### src/rtl/imem_fetch_arbiter.sv
// imem_fetch_arbiter: round-robin arbiter sharing the single combinational read port of the
// instruction memory among NUM_CORES fetch stages. One requester is granted per cycle. The
// granted core's PC is driven to the memory, the returned word is registered, and the word is
// handed back to that core one cycle later with a per-core valid strobe.
//
// Ports:
//   Clk        clock, rising edge
//   Rst        synchronous active-high reset
//   Req        per-core fetch request, held until the matching RespValid bit
//   ReqPC      per-core fetch PC, core k on bits [32k+31:32k]
//   Grant      combinational one-hot (or zero) grant
//   MemAddr    PC of the granted core, 0 when idle
//   MemData    combinational memory read data for MemAddr
//   RespValid  registered per-core response strobe
//   RespInstr  registered instruction, broadcast to all cores
//   RespErr    registered error qualifier for RespInstr
//   Stall      combinational Req & ~RespValid, stalls each core's IF stage
//
// Optional feature: define IMEM_ARB_ALIGN_CHK_EN to turn misaligned or out-of-range PCs
// (PC[1:0] != 0 or PC[31:10] != 0) into a NOP response with RespErr set. The default build
// (macro undefined) always returns MemData with RespErr held at 0.
module imem_fetch_arbiter #(
  parameter int NUM_CORES = 4,
  parameter int PTR_W     = 2
) (
  input  logic                    Clk,
  input  logic                    Rst,
  input  logic [NUM_CORES-1:0]    Req,
  input  logic [32*NUM_CORES-1:0] ReqPC,
  output logic [NUM_CORES-1:0]    Grant,
  output logic [31:0]             MemAddr,
  input  logic [31:0]             MemData,
  output logic [NUM_CORES-1:0]    RespValid,
  output logic [31:0]             RespInstr,
  output logic                    RespErr,
  output logic [NUM_CORES-1:0]    Stall
);

  logic [PTR_W-1:0]     ptr_q;
  logic [NUM_CORES-1:0] resp_valid_q;
  logic [31:0]          resp_instr_q;
  logic                 resp_err_q;

  logic [NUM_CORES-1:0] elig;
  logic [NUM_CORES-1:0] grant;
  logic [PTR_W-1:0]     grant_idx;
  logic [PTR_W-1:0]     scan_idx;
  logic                 grant_any;
  logic [PTR_W-1:0]     ptr_d;
  logic [31:0]          mem_addr;
  logic [31:0]          instr_d;
  logic                 err_d;

  // The pending mask (core granted last cycle) is exactly the response strobe register, so
  // one register serves both roles.
  assign elig = Req & ~resp_valid_q;

  // Scan Ptr, Ptr+1, ... modulo NUM_CORES; the first eligible core wins.
  always_comb begin
    grant     = '0;
    grant_idx = '0;
    grant_any = 1'b0;
    scan_idx  = '0;
    for (int i = 0; i < NUM_CORES; i++) begin
      scan_idx = PTR_W'((int'(ptr_q) + i) % NUM_CORES);
      if (!grant_any && elig[scan_idx]) begin
        grant_any       = 1'b1;
        grant_idx       = scan_idx;
        grant[scan_idx] = 1'b1;
      end
    end
  end

  always_comb begin
    mem_addr = '0;
    for (int i = 0; i < NUM_CORES; i++) begin
      if (grant[i]) begin
        mem_addr = ReqPC[i*32 +: 32];
      end
    end
  end

  assign ptr_d = (grant_idx == PTR_W'(NUM_CORES - 1)) ? '0 : grant_idx + 1'b1;

`ifdef IMEM_ARB_ALIGN_CHK_EN
  // Bad PCs still reach the memory; only the returned word is replaced by a NOP.
  always_comb begin
    err_d   = (mem_addr[1:0] != 2'b00) || (mem_addr[31:10] != 22'd0);
    instr_d = err_d ? 32'h0000_0000 : MemData;
  end
`else
  always_comb begin
    err_d   = 1'b0;
    instr_d = MemData;
  end
`endif

  always_ff @(posedge Clk) begin
    if (Rst) begin
      ptr_q        <= '0;
      resp_valid_q <= '0;
      resp_instr_q <= '0;
      resp_err_q   <= 1'b0;
    end else if (grant_any) begin
      ptr_q        <= ptr_d;
      resp_valid_q <= grant;
      resp_instr_q <= instr_d;
      resp_err_q   <= err_d;
    end else begin
      // Idle cycle: no strobe, last response word and its qualifier are held.
      resp_valid_q <= '0;
    end
  end

  assign Grant     = grant;
  assign MemAddr   = mem_addr;
  assign RespValid = resp_valid_q;
  assign RespInstr = resp_instr_q;
  assign RespErr   = resp_err_q;
  assign Stall     = Req & ~resp_valid_q;

endmodule

### config.mk
export PLATFORM = sky130hd
export DESIGN_NAME = imem_fetch_arbiter
export DESIGN_NICKNAME = d
export VERILOG_FILES = /design/src/rtl/imem_fetch_arbiter.sv
export SDC_FILE = /design/constraint.sdc
export NUM_CORES = 1
export LEC_CHECK = 0
export ABC_AREA = 1
export BUFFER_PORTS_ARGS = -buffer_cell sky130_fd_sc_hd__buf_2
export CORE_AREA = 2 2 94 96
export CTS_CLUSTER_DIAMETER = 200
export DETAILED_ROUTE_END_ITERATION = 10
export DIE_AREA = 0 0 96 98
export PLACE_DENSITY = 0.78
export SYNTH_ARGS = -nofsm -noshare
export SYNTH_HDL_FRONTEND = slang
export SYNTH_SLANG_ARGS = --single-unit
### constraint.sdc
create_clock -name Clk -period 2.8 [get_ports Clk]
set_clock_uncertainty 0.1 [all_clocks]
set_input_delay 0.56 -clock Clk [delete_from_list [all_inputs] [get_ports Clk]]
set_output_delay 0.56 -clock Clk [all_outputs]
set_load 0.01 [all_outputs]
==> impl_metrics.toml, run 1 <==
[global_route]
grt.busiest_layer = "met2"
grt_use_met2_pct = 40.0
grt_pass1_vias = 3775
grtUsageMet3_pct = 4.24
grt_remaining_overflow = 0
grt_use_met1_pct = 24.5
grt_max_degree = 40
antenna_found_initial = 2
grt_usage_pct = 21.4
grt_pass1_wl_microns = 16800

[die]
start_util_pct = 36.8
io_pins = 243
row_count = 34
die_area_sq_um = 9410
core_sq_um = 8470
die_w_microns = 96
die_h_microns = 98

[detailed_routing]
drt_iter0_markers = 134
final_antenna_net_count = 0
vias_per_cell = 4.87
first_pass_iters = 5
wl_microns = 12300
drc = 0
vias = 4386
wire_per_inst_microns = 13.6

[sta]
setup_slack_ns = -0.192
fin_crit_ns = 2.99
worstMarginPinSlew_ns = 0.519
rsz0062_at_grt = "true"
hold_violations = 0
finalMaxSlewViolations = 0
max_freq_mhz = 334
relSlewSlack_pct = 65.4
setup_tns_ns = -4.60
finalSetupViolCount = 32
fin_crit_sh_pct = 107

[final_layout]
fill_cells = 805
fin_nets = 962
drive_above_1_share_pct = 49.2
areaGrowthSynthToFinish_pct = 69.3

[cts]
clock-sinks = 38
path_clk_slew_ns = 0.08
insertion_delay_ns = 0.28
root_buffer = "clkbuf_8"
numCtsBuffers = 5
hold_buffers = 0
cts-htree-levels = 2
cts_buffer_depth = 2
tritoncts = "built"

[outcome]
status = "finished with violations"
violations = "negative setup slack"

[setup_path]
cp_max_fo = 16
cpMostUsedCell = "nand2_4"
path_class = "reg -> out"
cpPeakStageDelay_ns = 0.38
cp-start-kind = "register"
required_ns = 2.14
critPathSlowestCell = "dfxtp_4"
worst-r2r-cell-count = 12
r2r_setup_slack_ns = 0.48
r2r-end = "RespInstr[19]"
path_cells = "inv_6 -> buf_8 -> nand3_4 -> nand2_4 -> nand2_4 -> nand2_4 -> buf_4 -> a22oi_2 -> nand3_4 -> buf_6 -> clkbuf_16 -> nand2_1 -> nand2_1 -> buf_2"
worstSetupEndpointType = "primary output"
cp.arrival_ns = 2.33

[min_path]
holdPathStages = 2
min-delay-start = "RespInstr[25]"
holdCritPathClass = "reg -> reg"
holdPathEnd = "RespInstr[25]"

[placement]
gp_congestion = 0.938
place_ws_ns = -0.0609
post-dp-hpwl_microns = 8150
port_buffers = 241

[power_and_ir_drop]
p_leak_uw = 0.00300
powerDensity_nw_per_um2 = 1690
vdd_ir_drop_max_v = 0.000616

[synth]
synth-seq-area-share_pct = 24.4
ys_ff_latch = 38
synth_top_area_cell = "nand2_1"
syn-cell-area_sq_um = 3110
synth_edf_count = 0
yosys-top-cells-count = "nand2_1 (223), a21oi_1 (95), inv_1 (52), nand3_1 (45), dfxtp_1 (38)"
synth-async-reset-ratio_pct = 0
yosys.cell_types.count = 29
syn_inst = 535
yosysMostFrequentCell = "nand2_1"
synth_area_per_cell_sq_um = 5.82
synth_flop_cell = "dfxtp_1"
yosys_warnings = 0
mappedNetlistNets = 707
yosysTopAreaCellShare_pct = 26.9
yosys-top-cells-area = "nand2_1 (27%), dfxtp_1 (24%), a21oi_1 (15%)"

[run]
maxCapViolCount = 0
[worst max-delay path by stage]
stage / start / endpoint / depth (start not counted)
after floorplan: register / MemAddr[23] / 14
after global placement: Req[3] / MemAddr[1] / 14
after detailed placement: Req[3] / MemAddr[1] / 14
after CTS: register / MemAddr[1] / 16
after global routing: register / MemAddr[20] / 14
final: register / MemAddr[3] / 14
[report_power, final]
part	total, uW	internal (uW)	switching [uW]
Combinational	7730	3370	4360
Sequential	803	709	93.9
Clock	384	198	186
Total	8920	4280	4640
[critical path, delay by kind of cell (launching register included)]
family / cells / cell delay, ns
flip-flops: 1 / 0.38
AO/OA/AOI/OAI: 1 / 0.24
buffers and inverters: 6 / 0.79
AND/OR/NAND/NOR: 7 / 0.62
[final cells by class]
cell class              instances  area, sq um  area share (%)
multi-input cells             405         2240            42.5
well taps                     108          135            2.57
inverters                      57          231            4.39
diodes                          2         5.00          0.0950
clock buffers                   6         82.6            1.57
clock inverters                 2         12.5           0.238
flip-flops and latches         38          766            14.5
repair buffers                283         1790            34.1
[flip-flops by register name, summed over array words and instances (netlist names), named ones only]
name and flops:
RespInstr 32, ptr_q 1, RespValid 4
[repair_timing]
action                                  CTS  global route
gates resized for setup                  39            74
buffers inserted                          9             2
pin swaps                                18            31
gates cloned                              3             5
endpoints found under the setup margin   34            34
[layout by cell type, fill, tap and decap left out, drive strengths merged, types with 2 or more instances in the layout]
cell,instances
buf,278
nand2,227
a21oi,99
inv,57
nand3,52
dfxtp,38
clkbuf,11
nor2,10
ha,6
nand4,3
diode,2
a21boi,2
[routing by layer]
layer | share of wire (%) | routed length [microns]
met5 | 0 | 0
met4 | 1.7 | 210
met3 | 7.9 | 962
met2 | 52 | 6320
met1 | 39 | 4760
[cell families after synthesis]
kind of cell             Yosys count  share of synthesized area [%]
AO/OA/AOI/OAI                    103                           17.4
XOR/XNOR                           1                          0.282
adder cells (fa/ha/maj)            6                           2.41
buffers and inverters             92                           14.8
flip-flops                        38                           24.4
other                              1                          0.121
AND/OR/NAND/NOR                  294                           40.5
[through the flow]
stage	std cells	area (sq um)	utilization [%]	total power (uW)	hold WS, ns
CTS	894	4860	57.5	7830	0.365
detailed placement	875	4480	52.9	6730	0.353
floorplan	535	3110	-	4810	0.388
global placement	875	4480	52.9	6690	0.349
finish	901	5270	62.2	8920	0.364
global route	901	5270	62.2	9660	0.376
Power figures use the tool's default switching activity.
==> inputs of run 2 (changes only) <==
--- a/config.mk
+++ b/config.mk
@@ -7,11 +7,12 @@
 export LEC_CHECK = 0
 export ABC_AREA = 1
 export BUFFER_PORTS_ARGS = -buffer_cell sky130_fd_sc_hd__buf_2
-export CORE_AREA = 2 2 94 96
+export CELL_PAD_IN_SITES_DETAIL_PLACEMENT = 2
+export CELL_PAD_IN_SITES_GLOBAL_PLACEMENT = 2
+export CORE_UTILIZATION = 18
 export CTS_CLUSTER_DIAMETER = 200
 export DETAILED_ROUTE_END_ITERATION = 10
-export DIE_AREA = 0 0 96 98
-export PLACE_DENSITY = 0.78
+export PLACE_DENSITY = 0.84
 export SYNTH_ARGS = -nofsm -noshare
 export SYNTH_HDL_FRONTEND = slang
 export SYNTH_SLANG_ARGS = --single-unit
==> impl_metrics.toml, run 2 (synthesis gave the netlist of run 1 again) <==
[power_and_ir_drop]
p_leak_uw = 0.00322
powerDensity_nw_per_um2 = 1850
vdd_ir_drop_max_v = 0.000609

[setup_path]
r2r-end = "ptr_q[1]"
crit_family = "buffers and inverters"
cp.buffers_inverters = 6
cp-start-kind = "register"
cp_max_fo = 7
cpPeakStageDelay_ns = 0.39
worstSetupEndpointType = "primary output"
cpMostUsedCell = "nand2_1"
r2r_setup_slack_ns = 0.26
required_ns = 2.14
worst-r2r-cell-count = 15
critPathSlowestCell = "dfxtp_4"
path_cells = "buf_4 -> nand3_2 -> nand2_4 -> nand2_4 -> buf_4 -> a21boi_1 -> a21oi_4 -> nand3_4 -> buf_12 -> inv_8 -> buf_6 -> nand3_1 -> nand2_1 -> nand2_1 -> nand2_1 -> buf_2"
cp.arrival_ns = 2.56
path_class = "reg -> out"

[placement]
port_buffers = 241
place_ws_ns = -0.186
post-dp-hpwl_microns = 12000
gp_congestion = 0.791

[global_route]
grt_max_degree = 35
grt_remaining_overflow = 0
grt_pass1_vias = 4912
grt_pass1_wl_microns = 26000
grt_usage_pct = 18.4
antenna_found_initial = 1

[detailed_routing]
wire_per_inst_microns = 18.3
drt_iter0_markers = 134
vias_per_cell = 4.53
first_pass_iters = 4
vias = 4693
wl_microns = 19000
final_antenna_net_count = 0
drc = 0

[sta]
setup_slack_ns = -0.416
fin_crit_sh_pct = 115
setup_tns_ns = -10.92
max_freq_mhz = 311
finalMaxSlewViolations = 0
worstMarginPinSlew_ns = 0.565
fin_crit_ns = 3.22
relSlewSlack_pct = 62.3
hold_violations = 0
finalSetupViolCount = 34
rsz0062_at_grt = "true"

[outcome]
violations = "negative setup slack"
status = "finished with violations"

[min_path]
holdPathEnd = "RespInstr[8]"
holdCritPathClass = "reg -> reg"
min-delay-start = "RespInstr[8]"
holdPathStages = 2

[cts]
cts-htree-levels = 2
tritoncts = "built"
numCtsBuffers = 5
path_clk_slew_ns = 0.06
insertion_delay_ns = 0.28
root_buffer = "clkbuf_16"
hold_buffers = 0
cts_buffer_depth = 2
clock-sinks = 38

[final_layout]
largest_register_ff_count = 32
areaGrowthSynthToFinish_pct = 89.4
final_cell_mix = "buf_2 (235), nand2_1 (204), a21oi_1 (57)"
final_common_cell = "buf_2"
final_core_utilization_pct = 35.2
drive_above_1_share_pct = 51.5
fin_nets = 987

[die]
row_count = 47
core_sq_um = 16800
io_pins = 243
die_w_microns = 133
die_area_sq_um = 17800
start_util_pct = 18.6
die_h_microns = 133

[run]
maxCapViolCount = 0
## run 2: changes by cell type in the layout (fill, tap and decap cells not counted), sizes merged
cell	change
clkinvlp	-1
bufinv	+1
diode	-1
clkinv	-1
buf	+24
clkbuf	+1
## run 2: final cells by class
type                    instances  area [sq um]
clock inverters                 1          30.0
flip-flops and latches         38           766
repair buffers                308          2140
well taps                     220           275
fillers                      2021         10900
inverters                      57           229
multi-input cells             405          2310
diodes                          1          2.50
clock buffers                   6           139
## run 2: metal layers
| layer | vias to the layer above | GRT usage [%] | share of wire [%] |
|---|---|---|---|
| met4 | 0 | 6.25 | 2.8 |
| met5 | - | 0 | 0 |
| li1 | 2256 | - | - |
| met2 | 167 | 35.0 | 54 |
| met1 | 2239 | 20.4 | 39 |
| met3 | 31 | 3.08 | 4.7 |
## run 2: worst max-delay path by stage
stage	from	cells after the start	end	slack [ns]
after floorplan	register	14	MemAddr[23]	0.12
after global placement	Req[3]	14	MemAddr[23]	-0.11
after detailed placement	register	14	MemAddr[25]	-0.19
after CTS	register	17	MemAddr[10]	-0.26
after global routing	register	16	MemAddr[25]	-0.50
final	register	16	MemAddr[25]	-0.42
## run 2: timing repair
action | 4_1_cts | 5_1_grt
cloned | 7 | 6
setup endpoints to repair | 36 | 36
endpoints found under the hold margin | 0 | 0
gates resized for setup | 97 | 38
pin swaps | 27 | 33
buffers inserted | 8 | 9
## run 2: power breakdown
group          switching [uW]  internal, uW
Sequential               97.8           710
Combinational            5220          4220
Clock                     209           439
## run 2: per-stage QoR
step	cell area [sq um]	total power, uW	cells	hold WS, ns
6_report	5890	10900	1036	0.361
5_1_grt	5890	11700	1036	0.384
4_1_cts	5510	9700	1021	0.366
3_5_place_dp	4720	7370	1000	0.355
3_3_place_gp	4720	7170	1000	0.347
2_1_floorplan	3110	4810	535	0.388
## run 2: worst min-delay path, stage by stage, from the launching register on
cell	delay [ns]
dfxtp_1	0.30
nand2_1	0.06
a21oi_1	0.05
==> inputs of run 3 (changes only) <==
--- a/config.mk
+++ b/config.mk
@@ -5,11 +5,10 @@
 export SDC_FILE = /design/constraint.sdc
 export NUM_CORES = 1
 export LEC_CHECK = 0
-export ABC_AREA = 1
 export BUFFER_PORTS_ARGS = -buffer_cell sky130_fd_sc_hd__buf_2
 export CELL_PAD_IN_SITES_DETAIL_PLACEMENT = 2
 export CELL_PAD_IN_SITES_GLOBAL_PLACEMENT = 2
-export CORE_UTILIZATION = 18
+export CORE_UTILIZATION = 21
 export CTS_CLUSTER_DIAMETER = 200
 export DETAILED_ROUTE_END_ITERATION = 10
 export PLACE_DENSITY = 0.84
==> impl_metrics.toml, run 3 <==
[global_route]
grt_remaining_overflow = 0
grt_pass1_wl_microns = 29800
grt_max_degree = 36
grt_pass1_vias = 5551
antenna_found_initial = 2
grt_usage_pct = 23.0

[detailed_routing]
wl_met1_microns = 7830
vias_per_cell = 4.98
highest_layer = "met5"
first_pass_iters = 4
drc = 0
final_antenna_net_count = 0
wire_per_inst_microns = 22.2
wl_microns = 22200
met3_length_microns = 1420
wl_met2_microns = 12400
vias = 4979
drt_iter0_markers = 212

[final_layout]
fill_cells = 1738
fin_nets = 955
final_common_cell = "buf_2"
fin_area_sq_um = 6930
final_core_utilization_pct = 43.2
drive_above_1_share_pct = 59.1
finalNonFillerCells = 1000
largest_register_ff_count = 32
areaGrowthSynthToFinish_pct = 98.9
final_cell_mix = "buf_2 (235), nand2_1 (70), inv_1 (67)"

[setup_path]
cp.arrival_ns = 3.39
worstSetupEndpointType = "primary output"
cp-start-kind = "register"
crit_start = "ptr_q[1]"
worst-r2r-cell-count = 12
cp_max_fo = 8
endpoint = "MemAddr[20]"
path_class = "reg -> out"
r2r_setup_slack_ns = -0.03
r2r-end = "RespValid[3]"
required_ns = 2.14

[run]
maxCapViolCount = 0

[die]
io_pins = 243
die_w_microns = 131
start_util_pct = 21.7
die_h_microns = 131
row_count = 46
die_area_sq_um = 17100
core_sq_um = 16100

[sta]
fin_crit_ns = 4.05
finalMaxSlewViolations = 0
setup_tns_ns = -41.43
setup_slack_ns = -1.25
hold_violations = 0
fin_crit_sh_pct = 145
relSlewSlack_pct = 58.1
max_freq_mhz = 247
rsz0062_at_grt = "true"
finalSetupViolCount = 39
worstMarginPinSlew_ns = 0.623

[synth]
synth-seq-area-share_pct = 21.8
yosysMostFrequentCell = "nand2_1"
synth_edf_count = 0
yosys-top-cells-count = "nand2_1 (71), inv_1 (70), a21oi_1 (41), nor2_1 (40), dfxtp_1 (38)"
synth_flop_cell = "dfxtp_1"
ys_ff_latch = 38
syn-cell-area_sq_um = 3490
yosys_warnings = 0
synth_top_area_cell = "dfxtp_1"
mappedNetlistNets = 644
yosys-top-cells-area = "dfxtp_1 (22%), a221oi_2 (13%), mux2i_1 (9.5%)"
yosysTopAreaCellShare_pct = 21.8
syn_inst = 472
yosys.cell_types.count = 47
synth_area_per_cell_sq_um = 7.39
synth-async-reset-ratio_pct = 0

[cts]
clock-sinks = 38
root_buffer = "clkbuf_16"
insertion_delay_ns = 0.29
tritoncts = "built"
hold_buffers = 0
path_clk_slew_ns = 0.06
cts-htree-levels = 2
numCtsBuffers = 5
cts_buffer_depth = 2

[power_and_ir_drop]
p_leak_uw = 0.00339
vdd_ir_drop_max_v = 0.000802
powerDensity_nw_per_um2 = 1870
power.total_uw = 12900

[placement]
port_buffers = 241
postPlaceCellArea_sq_um = 5860
gp_congestion = 0.804
post-dp-hpwl_microns = 16200
dp_cells = 970

[outcome]
status = "finished with violations"
violations = "negative setup slack"

[min_path]
holdCritPathClass = "reg -> reg"
## run 3: cell type report
class / count / area, sq um / share of cell area [%]
clock buffers: 7 / 133 / 1.91
repair buffers: 345 / 2380 / 34.3
inverters: 73 / 280 / 4.04
diodes: 1 / 2.50 / 0.0361
well taps: 216 / 270 / 3.90
flip-flops and latches: 38 / 766 / 11.0
multi-input cells: 320 / 3100 / 44.8
## run 3: cells by family after synthesis
kind of cell | count (synthesis) | synth area share, %
other cells | 1 | 0.108
compound gates | 125 | 30.9
flops | 38 | 21.8
fa+ha+maj | 6 | 2.15
mux | 33 | 9.48
simple gates | 154 | 20.4
buf+inv | 115 | 15.1
## run 3: power breakdown
group / switching [uW] / internal [uW] / leakage [uW]
combinational: 5630 / 6060 / 0.00301
sequential: 60.2 / 634 / 0.000317
clock: 221 / 326 / 0.0000640
## run 3: worst min-delay path by stage
stage	from	end	slack, ns	cells after the start
after detailed placement	RespInstr[5]	RespInstr[5]	0.35	2
after global placement	RespInstr[26]	RespInstr[26]	0.34	2
after global routing	RespInstr[21]	RespInstr[21]	0.38	2
after CTS	RespInstr[5]	RespInstr[5]	0.35	2
after floorplan	RespInstr[0]	RespInstr[0]	0.38	2
final	RespInstr[5]	RespInstr[5]	0.35	2
## run 3: per-stage QoR
stage | worst slack, ns | hold WS [ns]
6_report | -1.25 | 0.353
5_1_grt | -1.34 | 0.380
4_1_cts | -1.18 | 0.354
3_5_place_dp | -1.05 | 0.346
3_3_place_gp | -0.870 | 0.337
2_1_floorplan | -0.928 | 0.376
## run 3: metal layers
layer	GRT usage (%)	vias up
met3	4.85	43
met4	8.92	2
met2	46.8	228
met5	0	-
met1	22.1	2438
li1	-	2268
## run 3: what timing repair did
action / 4_1_cts / 5_1_grt
endpoints found under the setup margin: 37 / 39
cloned: 1 / 5
setup buffers: 7 / 15
gates resized for setup: 56 / 70
pin swaps: 10 / 32
## run 3: critical path, stage by stage, from the launching register on
cell and delay [ns]:
dfxtp_2 0.35, inv_1 0.09, ha_4 0.29, buf_12 0.14
or3_4 0.34, a2111oi_4 0.43, buf_4 0.21, a221o_1 0.21
a211oi_4 0.07, buf_6 0.15, clkbuf_16 0.18, mux2i_4 0.21
a221oi_4 0.26, buf_2 0.18
